### src/rtl/instr_fetch_queue.sv
// instr_fetch_queue
//   Prefetch queue in front of the IF/ID register. Issues one outstanding
//   request at a time to a multi-cycle instruction memory. Buffers up to
//   DEPTH {instr, pc} entries. Flushes and refetches on a control-flow
//   redirect. All state changes on the falling edge of CLK.
//
// Ports
//   CLK            pipeline clock (state updates on negedge)
//   Reset_L        synchronous active-low reset
//   startPC        first fetch address, loaded during reset
//   mem_req        registered fetch request
//   mem_addr       fetch address, held while mem_req=1
//   mem_ack        memory accepts the request and returns data this edge
//   mem_rdata      instruction word, valid with mem_ack
//   pop            consume the head entry
//   redirect       flush the queue and restart fetching at redirect_pc
//   redirect_pc    new fetch address
//   instr_valid    head entry present
//   instr          head instruction word (0 when empty)
//   instr_pc       head PC (0 when empty)
//   instr_pcplus4  head PC + 4 (0 when empty)
//   count          current occupancy
module instr_fetch_queue #(
  parameter int DEPTH = 4
) (
  input  logic                     CLK,
  input  logic                     Reset_L,
  input  logic [31:0]              startPC,
  output logic                     mem_req,
  output logic [31:0]              mem_addr,
  input  logic                     mem_ack,
  input  logic [31:0]              mem_rdata,
  input  logic                     pop,
  input  logic                     redirect,
  input  logic [31:0]              redirect_pc,
  output logic                     instr_valid,
  output logic [31:0]              instr,
  output logic [31:0]              instr_pc,
  output logic [31:0]              instr_pcplus4,
  output logic [$clog2(DEPTH):0]   count
);

  localparam int PtrW = $clog2(DEPTH);
  localparam logic [PtrW:0] FullCount = (PtrW + 1)'(DEPTH);

  typedef enum logic {
    FETCH,
    DRAIN
  } fetchState_t;

  typedef struct packed {
    logic [31:0] instr;
    logic [31:0] pc;
  } entry_t;

  entry_t      entries [DEPTH];
  fetchState_t state, stateNext;
  logic [31:0] fetchPc, fetchPcNext;
  logic [PtrW-1:0] rdPtr, rdPtrNext, wrPtr, wrPtrNext;
  logic [PtrW:0]   countNext;
  logic        memReqNext;
  logic [31:0] memAddrNext;
  logic        handshake, push, doPop;

  // NOTE: every signal driven here gets a default first, so no path leaves
  // a value unassigned and no latch is inferred.
  always_comb begin
    handshake   = mem_req & mem_ack;
    // Data returned while draining, or on a redirect edge, belongs to the
    // abandoned stream and is dropped.
    push        = handshake & (state == FETCH) & ~redirect;
    doPop       = pop & (count != '0) & ~redirect;

    stateNext   = state;
    case (state)
      FETCH: if (redirect & mem_req & ~mem_ack) stateNext = DRAIN;
      DRAIN: if (handshake)                     stateNext = FETCH;
      default:                                  stateNext = FETCH;
    endcase

    fetchPcNext = fetchPc;
    if (redirect)  fetchPcNext = redirect_pc;
    else if (push) fetchPcNext = fetchPc + 32'd4;

    rdPtrNext   = rdPtr + PtrW'(doPop);
    wrPtrNext   = wrPtr + PtrW'(push);
    countNext   = count + (PtrW + 1)'(push) - (PtrW + 1)'(doPop);
    if (redirect) begin
      rdPtrNext = '0;
      wrPtrNext = '0;
      countNext = '0;
    end

    // While draining the old request must stay asserted at its original
    // address; otherwise request whenever the queue will have room.
    memReqNext  = (stateNext == DRAIN) | (countNext != FullCount);
    memAddrNext = (stateNext == DRAIN) ? mem_addr : fetchPcNext;
  end

  // NOTE: sequential state uses non-blocking assignments so every register
  // samples the pre-edge values computed above.
  always_ff @(negedge CLK) begin
    if (!Reset_L) begin
      state    <= FETCH;
      fetchPc  <= startPC;
      rdPtr    <= '0;
      wrPtr    <= '0;
      count    <= '0;
      mem_req  <= 1'b0;
      mem_addr <= '0;
    end else begin
      state    <= stateNext;
      fetchPc  <= fetchPcNext;
      rdPtr    <= rdPtrNext;
      wrPtr    <= wrPtrNext;
      count    <= countNext;
      mem_req  <= memReqNext;
      mem_addr <= memAddrNext;
    end
  end

  // NOTE: the entry storage has no reset; count gates every read, so stale
  // contents are never observable.
  always_ff @(negedge CLK) begin
    if (Reset_L && push) entries[wrPtr] <= '{instr: mem_rdata, pc: mem_addr};
  end

  always_comb begin
    instr_valid   = (count != '0);
    instr         = '0;
    instr_pc      = '0;
    instr_pcplus4 = '0;
    if (instr_valid) begin
      instr         = entries[rdPtr].instr;
      instr_pc      = entries[rdPtr].pc;
      instr_pcplus4 = entries[rdPtr].pc + 32'd4;
    end
  end

endmodule

### config.mk
export PLATFORM = sky130hd
export DESIGN_NAME = instr_fetch_queue
export DESIGN_NICKNAME = d
export VERILOG_FILES = /design/src/rtl/instr_fetch_queue.sv
export SDC_FILE = /design/constraint.sdc
export NUM_CORES = 1
export LEC_CHECK = 0
export CAP_MARGIN = 10
export CORE_AREA = 8 8 213 265
export CTS_CLUSTER_SIZE = 25
export DETAILED_ROUTE_END_ITERATION = 10
export DIE_AREA = 0 0 221 273
export GPL_ROUTABILITY_DRIVEN = 0
export SETUP_SLACK_MARGIN = 0.2
export SLEW_MARGIN = 20
export SYNTH_ARGS = -nofsm -noshare
export SYNTH_HDL_FRONTEND = slang
export SYNTH_SLANG_ARGS = --single-unit
### constraint.sdc
create_clock -name CLK -period 11.6 [get_ports CLK]
set_clock_uncertainty 0.05 [all_clocks]
set_input_delay 2.32 -clock CLK [delete_from_list [all_inputs] [get_ports CLK]]
set_output_delay 2.32 -clock CLK [all_outputs]
set_load 0.05 [all_outputs]
# After elaboration in Yosys (flattened, before gate mapping)
# Memories as Yosys holds them, arrays and structs flattened. A register that Yosys moved wholly into a read port is not among the register bits.
# Cells that the tools add are included.
# Widths: inputs -> output; s select.
[classes] eq_ne=1 mux=13 n_reduce_logical=3 n_addsub=6 bitwise=12
[op_table] op="$mux 32" n=6
[op_table] op="$add 32x3->32 const B" n=2
[op_table] op="$and 1x1->1" n=7
[op_table] op="$add 2x1->2" n=2
[op_table] op="$mux 1" n=4
[op_table] op="$not 1->1" n=4
[op_table] op="$add 3x1->3" n=1
[op_table] op="$mux 3" n=1
[op_table] op="$ne 3x3->1 const B" n=1
[op_table] op="$reduce_bool 3->1" n=1
[op_table] op="$sub 3x1->3" n=1
[op_table] op="$mux 2" n=1
[op_table] op="$pmux 1 s2" n=1
[op_table] op="$reduce_or 2->1" n=1
[op_table] op="$logic_and 1x1->1" n=1
[op_table] op="$or 1x1->1" n=1
[word_totals] output_inout_bits=133 mem_bits_rw=256 memories=1 regBits=73
[memory_table] memory="entries" depth=4 width=64 rd=1 rd_clocked_by_memory_dff=1 write_ports=1 line_no="56" text="entry_t entries [DEPTH];"

# Depth between registers and ports, before layout
# Gate-level depths: netlist of run 1.
[depth] word_depth=8 mapped_depth=12

==> impl_metrics.yaml, run 1 <==
outcome:
  status: "finished, final reports clean"
drt:
  via_per_inst: 4.55
  ant_nets: 0
  routedWlPerCell_um: 18.5
  drt_wl_total_um: 41300
  drcViolationCount: 0
  drt_iter0_drc: 483
  vias: 10200
  dr.pass1.iters: 4
logic_synthesis:
  netlist_area_mm2: 0.0139
  yosysMostFrequentCell: "edfxtp_1"
  synth_edf_count: 256
  async_reset_ff_frac: 0
  seq_area_frac_synth: 0.657
  synthFlopType: "edfxtp_1"
  synth.largest_area_cell: "edfxtp_1"
  synthTopCellsByArea: "edfxtp_1 (55%), dfxtp_1 (10%), mux4_2 (9.5%), and2_1 (2.7%), xnor2_1 (1.9%)"
  syn-num-nets: 1052
  yosysUniqueCellTypes: 57
  avgSynthCellArea_um2: 14.7
  yosysWarnings: 0
  yosys_register_bits: 329
  synth_top_area_frac: 0.552
  synthTopCellsByCount: "edfxtp_1 (256), dfxtp_1 (73), nand2_1 (65)"
  syn_inst: 946
worst_setup_path:
  cp_common_cell: "nand3_2"
  critPathBufInv: 2
  worst_setup_path_start_kind: "register"
  crit_type: "reg2out"
  cpPeakStageDelay_ns: 0.41
  end_kind: "primary output"
  crit_slowest_cell: "dfxtp_4"
  path_cells: "buf_4, mux4_2, ha_1, nand3_2, nor2_8, nand3_2, or3_1, a21oi_2, buf_12"
  arrival_ns: 8.89
  worstPathRequired_ns: 9.23
  path_max_fanout: 12
  worst_path_dominant_cell_family: "simple AND/OR/NAND/NOR gates"
global_routing:
  grt_pass1_vias: 11400
  grt_use_total: 0.134
  grt_start_max_net_pins: 65
  overflow: 0
  grt_pass1_wl_um: 62600
  antenna_found_initial: 0
cells_and_area:
  nets: 1636
  drive_gt1_frac: 0.146
  nFillCells: 5056
  final_cells: 2233
  area.growth.synth_to_final_pct: 43.9
timing:
  rsz0062_at_grt: "yes"
  tightest_slew_ns: 1.02
  finalSetupTns_ns: 0
  finalHoldViolations: 0
  setup_viol: 0
  relSlewSlack: 0.320
  drv_slew: 0
clocking:
  clk_path_buf_depth: 3
  cts.clk_slew.worst_paths_ns: 0.03
  clock_latency_ns: 0.61
  cts.sink_count: 329
  htreeDepth: 2
  cts_root_buf: "clkbuf_16"
  cts_tree: "yes"
  cts_made_buffers: 39
power_and_ir_drop:
  powerDensity_mw_per_mm2: 164
  ir_drop_uv: 81.6
  p_leak_nw: 7.96
floorplan:
  start_util: 0.266
  core_area_mm2: 0.0523
  die_w_um: 221
  fp-row-count: 94
  ios: 234
  dieArea_mm2: 0.0603
  die-height_um: 273
worst_hold_path:
  hold_path.class: "reg2reg"
job:
  drv_cap: 0
placed_design:
  hpwl_um: 27500
  port_buffers: 233
  dp_cells: 1823
[per-layer routing]
metal  global-route usage  up-vias  part of all wire
met5                    0        -                 0
met4               0.0691        0             0.022
met3               0.0475       63             0.054
met2                0.224      354              0.50
met1                0.150     4961              0.42
li1                     -     4774                 -
[what timing repair did]
action / CTS / global route
endpoints found under the setup margin: 34 / 29
pin swaps: 1 / 1
endpoints found under the hold margin: 0 / 0
setup buffers: 3 / 7
gates resized for setup: 3 / 3
hold buffers: 0 / 0
[cell usage in the layout, fill, tap and decap left out, drive strengths merged, types with 3 or more instances in the layout]
cell | Yosys | routed
nand2 | 65 | 65
a221o | 4 | 4
xnor2 | 30 | 30
clkinvlp | 0 | 13
o2bb2ai | 7 | 7
a211oi | 3 | 3
clkbuf | 34 | 40
nor4 | 11 | 11
mux2i | 5 | 5
o21ai | 36 | 36
a31oi | 6 | 6
nor3 | 13 | 13
o31ai | 7 | 7
and2 | 61 | 61
a21o | 5 | 5
nor2 | 64 | 64
xor2 | 29 | 29
buf | 18 | 64
clkdlybuf4s50 | 0 | 202
inv | 20 | 359
edfxtp | 256 | 256
nand4 | 27 | 27
mux2 | 11 | 11
nand3 | 40 | 40
dfxtp | 73 | 73
ha | 4 | 4
mux4 | 64 | 64
or3 | 5 | 5
and3 | 12 | 12
bufinv | 0 | 6
a21oi | 20 | 20
[worst min-delay path, stage by stage (launching register included)]
cell     delay, ns
dfxtp_1       0.35
nand2_1       0.07
a21oi_1       0.05
[kinds of logic (layout without fill, tap and decap cells)]
kind of cell	after synthesis	after routing	share of synthesized area
AOI/OAI and AO/OA	93	93	0.0411
and+or+nand+nor	307	307	0.120
adders and majority gates	5	5	0.00503
xor gates and xnor gates	59	59	0.0371
DFF	329	329	0.657
muxes	80	80	0.117
other	0	1	0
buffers and inverters	73	687	0.0225
[report_power, final]
part	switching [mW]	internal (mW)
Combinational	0.149	0.101
Clock	0.781	0.916
Sequential	0.0354	1.31
[worst paths after layout]
kind,endpoint,slack (ns),start,cells past startpoint
hold reg to reg,mem_addr[2],0.48,mem_addr[2],2
setup reg to reg,mem_req,8.90,count[1],12
hold / removal,mem_addr[2],0.48,mem_addr[2],2
setup / recovery,instr_pcplus4[26],0.34,rdPtr[0],9
[sequential cells by signal, indices dropped and copies added, names as in the netlist]
name and flops:
rdPtr 2, mem_addr 32, fetchPc 32, state 1, count 3, wrPtr 2, mem_req 1, entries 256
[per-stage QoR]
stage          cell area [um2]  utilization  power (mW)  hold WS (ns)  worst slack (ns)
5_1_grt                  20000        0.383        3.51         0.502             0.198
3_3_place_gp             17300        0.331        1.78         0.458             0.616
6_report                 20000        0.383        3.29         0.479             0.338
2_1_floorplan            14000            -        1.66         0.461             0.212
3_5_place_dp             17300        0.331        1.78         0.486             0.614
4_1_cts                  20000        0.381        3.37         0.490             0.181
[area by class of cell]
type,count,area [um2],share of cell area
sequential,329,9160,0.457
antenna,1,2.50,0.000125
inverter,20,75.1,0.00375
multi-input combinational,544,4570,0.228
tap,672,841,0.0420
clock buffer,40,1000,0.0499
timing repair buffer,267,2840,0.142
clock inverter,360,1560,0.0779
Power figures use the tool's default switching activity.
==> run 2: changes to the inputs <==
--- a/config.mk
+++ b/config.mk
@@ -6,10 +6,10 @@
 export NUM_CORES = 1
 export LEC_CHECK = 0
 export CAP_MARGIN = 10
-export CORE_AREA = 8 8 213 265
+export CORE_AREA = 2 2 207 259
 export CTS_CLUSTER_SIZE = 25
 export DETAILED_ROUTE_END_ITERATION = 10
-export DIE_AREA = 0 0 221 273
+export DIE_AREA = 0 0 209 261
 export GPL_ROUTABILITY_DRIVEN = 0
 export SETUP_SLACK_MARGIN = 0.2
 export SLEW_MARGIN = 20
==> run 2 against run 1 <==
  * Via count is essentially flat
  * Flip-flop and latch count is the same
  * Core utilization grew 0.13 points
  * The run now ends with antenna violations left
  * Critical path type unchanged
  * Global-route usage grew 1.2 points
  * First-iteration DRC count shrank 6.0%
  * Hold slack gained 0.0014 ns
  * Clock-buffer cell count grew 1
  * Total power grew 0.99%
  * Clock power is essentially flat
  * Combinational power is essentially flat
  * Critical endpoint is now instr_pcplus4[4]
  * Wire length shrank 3.8%
==> impl_metrics.yaml, run 2 (synthesis results as in run 1) <==
worst_setup_path:
  worstPathRequired_ns: 9.23
  arrival_ns: 8.90
  end_kind: "primary output"
  worst_setup_path_start_kind: "register"
  crit_type: "reg2out"
  path_max_fanout: 9
clocking:
  cts_tree: "yes"
  clock_latency_ns: 0.60
  clk_path_buf_depth: 3
  cts.sink_count: 329
  cts_made_buffers: 38
  cts_root_buf: "clkbuf_16"
  htreeDepth: 2
  cts.clk_slew.worst_paths_ns: 0.03
  postCtsHoldBufs: 0
power_and_ir_drop:
  swShare: 0.284
  p_clk_frac: 0.520
  power_frac_comb: 0.075
  powerDensity_mw_per_mm2: 165
  total_power_mw: 3.33
  p_leak_nw: 7.98
  p_int_mw: 2.38
  p_seq_frac: 0.405
  switchingPower_mw: 0.945
  ir_drop_uv: 102
timing:
  rsz0062_at_grt: "yes"
  finalHoldViolations: 0
  drv_slew: 0
  hold_ws_ns: 0.480
  tightest_slew_ns: 0.965
  setup_viol: 0
  finalSetupTns_ns: 0
  layout_setup_ws_ns: 0.327
  relSlewSlack: 0.357
cells_and_area:
  final_area_mm2: 0.0201
  nFillCells: 5026
  largest_reg_flops: 256
  reg_top3: "entries (256), fetchPc (32), mem_addr (32)"
  utilization: 0.384
  final_cell_mix: "inv_1 (351), edfxtp_1 (256), clkdlybuf4s50_1 (205)"
  max_flop_register: "entries"
  area.growth.synth_to_final_pct: 44.4
  nets: 1639
  layout_commonest_cell: "inv_1"
  drive_gt1_frac: 0.144
  final_cells: 2237
floorplan:
  die_w_um: 209
  fp-row-count: 94
  dieArea_mm2: 0.0545
  start_util: 0.266
  core_area_mm2: 0.0523
  ios: 234
  die-height_um: 261
global_routing:
  grt_pass1_vias: 11400
  overflow: 0
  grt_use_total: 0.146
  antenna_found_initial: 1
  grt_pass1_wl_um: 60500
  grt_start_max_net_pins: 65
drt:
  drt_wl_total_um: 39700
  vias: 10100
  via_per_inst: 4.53
  routedWlPerCell_um: 17.7
  dr.pass1.iters: 5
  drcViolationCount: 0
  ant_nets: 1
  drt_iter0_drc: 454
worst_hold_path:
  hold_path.class: "reg2reg"
outcome:
  violations: "antenna violations"
  status: "complete, but fails checks"
placed_design:
  place_ws_ns: 0.545
  hpwl_um: 25900
  dpl_cell_area_mm2: 0.0174
  dp_cells: 1826
  port_buffers: 233
job:
  drv_cap: 0
[run 2: cell count changes in the layout (fill, tap and decap cells not counted), sizes merged]
cell           change
diode              +5
dlymetal6s2s       -1
clkdlybuf4s50      +3
clkbuf             +1
clkinvlp           -7
inv                -1
dlygate4sd2        +2
bufinv             +2
[run 2: power by group through the flow]
stage          sequential (mW)  combinational (mW)  clock (mW)
4_1_cts                   1.35               0.254        1.81
6_report                  1.35               0.251        1.73
3_5_place_dp              1.36               0.252       0.169
5_1_grt                   1.35               0.268        1.94
2_1_floorplan             1.38               0.107       0.169
3_3_place_gp              1.36               0.250       0.169
[run 2: cell type report]
type                       count  area, um2  share of cell area
antenna                        6       15.0            0.000747
clock buffer                  41       1030              0.0510
clock inverter               354       1570              0.0779
inverter                      20       75.1             0.00373
multi-input combinational    544       4560               0.227
sequential                   329       9160               0.455
tap                          672        841              0.0418
timing repair buffer         271       2870               0.143
[run 2: repair_timing]
item | CTS | global route
buffers inserted | 6 | 5
cloned | 0 | 0
pin swaps | 0 | 1
endpoints found under the setup margin | 49 | 20
gates resized for setup | 3 | 5
[run 2: worst max-delay path, stage by stage (launching register included)]
cell and delay, ns:
dfxtp_4 0.43, buf_4 0.16, mux4_2 0.56, ha_2 0.27
xnor2_1 0.14, nor2_1 0.11, clkdlybuf4s50_1 0.83
[run 2: path summary, 6_finish.rpt]
kind | startpoint | end | slack [ns] | cells past startpoint
hold / removal | mem_addr[4] | mem_addr[4] | 0.48 | 2
hold reg to reg | mem_addr[4] | mem_addr[4] | 0.48 | 2
setup reg to reg | count[1] | mem_req | 8.47 | 13
setup / recovery | rdPtr[0] | instr_pcplus4[4] | 0.33 | 6
[run 2: routing by layer]
layer	part of all wire	track usage	vias up	wire length [um]
li1	-	-	4767	-
met1	0.42	0.165	4992	16600
met2	0.50	0.241	332	19900
met3	0.058	0.0492	53	2300
met4	0.021	0.0855	0	850
met5	0	0	-	0
==> run 3: changes to the inputs <==
--- a/config.mk
+++ b/config.mk
@@ -11,6 +11,7 @@
 export DETAILED_ROUTE_END_ITERATION = 10
 export DIE_AREA = 0 0 209 261
 export GPL_ROUTABILITY_DRIVEN = 0
+export MAX_ROUTING_LAYER = met4
 export SETUP_SLACK_MARGIN = 0.2
 export SLEW_MARGIN = 20
 export SYNTH_ARGS = -nofsm -noshare
==> run 3 against run 2 <==
  * Critical path type unchanged
  * Die area unchanged
  * Combinational power about the same
  * The flow still finishes with violations (antenna violations)
  * Largest power group unchanged
  * Critical path depth unchanged
==> impl_metrics.yaml, run 3 (synthesis results as in run 1) <==
cells_and_area:
  area.growth.synth_to_final_pct: 44.4
  nets: 1639
  largest_reg_flops: 256
  layout_commonest_cell: "inv_1"
  final_cells: 2237
  drive_gt1_frac: 0.144
  final_cell_mix: "inv_1 (351), edfxtp_1 (256), clkdlybuf4s50_1 (205)"
  reg_top3: "entries (256), fetchPc (32), mem_addr (32)"
  max_flop_register: "entries"
  nFillCells: 5026
floorplan:
  ios: 234
  start_util: 0.266
  fp-row-count: 94
  die-height_um: 261
  die_w_um: 209
  core_area_mm2: 0.0523
  dieArea_mm2: 0.0545
timing:
  setup_viol: 0
  tightest_slew_ns: 0.951
  relSlewSlack: 0.366
  finalSetupTns_ns: 0
  finalHoldViolations: 0
  rsz0062_at_grt: "yes"
  drv_slew: 0
  hold_ws_ns: 0.480
drt:
  vias: 10200
  drcViolationCount: 0
  drt_wl_total_um: 39700
  dr.pass1.iters: 5
  via_per_inst: 4.54
  ant_nets: 1
  routedWlPerCell_um: 17.7
  drt_iter0_drc: 461
worst_setup_path:
  worstPathRequired_ns: 9.23
  critPathBufInv: 2
  worst_setup_path_start_kind: "register"
  crit_slowest_cell: "clkdlybuf4s50_1"
  path_cells: "buf_4, mux4_2, ha_2, xnor2_1, nor2_1, clkdlybuf4s50_1"
  crit_type: "reg2out"
  end_kind: "primary output"
  arrival_ns: 8.91
  worst_path_dominant_cell_family: "buffers and inverters"
  path_max_fanout: 9
  cpPeakStageDelay_ns: 0.83
outcome:
  violations: "antenna violations"
  status: "complete, but fails checks"
placed_design:
  dp_cells: 1826
  hpwl_um: 25900
  port_buffers: 233
global_routing:
  grt_start_max_net_pins: 65
  antenna_found_initial: 1
  overflow: 0
  grt_pass1_wl_um: 60400
  grt_use_total: 0.150
  grt_pass1_vias: 11400
clocking:
  cts_made_buffers: 38
  cts.clk_slew.worst_paths_ns: 0.03
  htreeDepth: 2
  clock_latency_ns: 0.60
  clk_path_buf_depth: 3
  cts.sink_count: 329
  cts_tree: "yes"
  cts_root_buf: "clkbuf_16"
power_and_ir_drop:
  powerDensity_mw_per_mm2: 165
  ir_drop_uv: 102
  p_leak_nw: 7.98
  total_power_mw: 3.32
job:
  drv_cap: 0
worst_hold_path:
  hold_path.class: "reg2reg"
run 3: cell counts in the layout (fill, tap and decap cells not counted):
Identical to the previous run, type by type.
run 3: path summary, 6_finish.rpt:
path                from               end  slack (ns)  cells after the start
max reg2reg     count[1]           mem_req        8.49                     13
max             rdPtr[0]  instr_pcplus4[4]        0.32                      6
min reg2reg  mem_addr[4]       mem_addr[4]        0.48                      2
min          mem_addr[4]       mem_addr[4]        0.48                      2
run 3: cell type report:
class / count / area [um2] / share of cell area
Sequential cell: 329 / 9160 / 0.455
Multi-Input combinational cell: 544 / 4560 / 0.227
Timing Repair Buffer: 271 / 2870 / 0.143
Clock inverter: 354 / 1570 / 0.0779
Clock buffer: 41 / 1030 / 0.0510
Tap cell: 672 / 841 / 0.0418
Inverter: 20 / 75.1 / 0.00373
Antenna cell: 6 / 15.0 / 0.000747
run 3: worst register-to-register path: cells and delay by family (launching register included):
| kind | cells | cell delay (ns) |
|---|---|---|
| AO/OA/AOI/OAI | 1 | 0.24 |
| buffers and inverters | 3 | 0.82 |
| XOR/XNOR | 3 | 0.51 |
| adder cells (fa/ha/maj) | 2 | 0.53 |
| AND/OR/NAND/NOR | 4 | 0.46 |
| flip-flops | 1 | 0.43 |
run 3: metrics by stage:
stage	setup WS, ns	utilization	cell area, um2
floorplan	0.212	-	14000
global route	0.173	0.384	20100
finish	0.321	0.384	20100
detailed placement	0.545	0.332	17400
CTS	0.206	0.383	20000
global placement	0.563	0.332	17400
run 3: layer usage:
metal  wire (um)  GRT usage  vias to the layer above
met5           0          -                        -
met4         862     0.0853                        0
met3        2270     0.0471                       57
met2       19900      0.241                      329
met1       16700      0.166                     5001
li1            -          -                     4766
run 3: repair_timing:
item / 4_1_cts / 5_1_grt
endpoints found under the hold margin: 0 / 0
endpoints found under the setup margin: 49 / 18
gates resized for setup: 3 / 5
pin swaps: 0 / 1
cloned: 0 / 0
setup buffers: 6 / 5
hold buffers: 0 / 0
run 3: report_power, final:
part	internal, mW	switching [mW]
clock network	0.968	0.758
logic	0.102	0.150
registers	1.31	0.0351
total	2.38	0.942
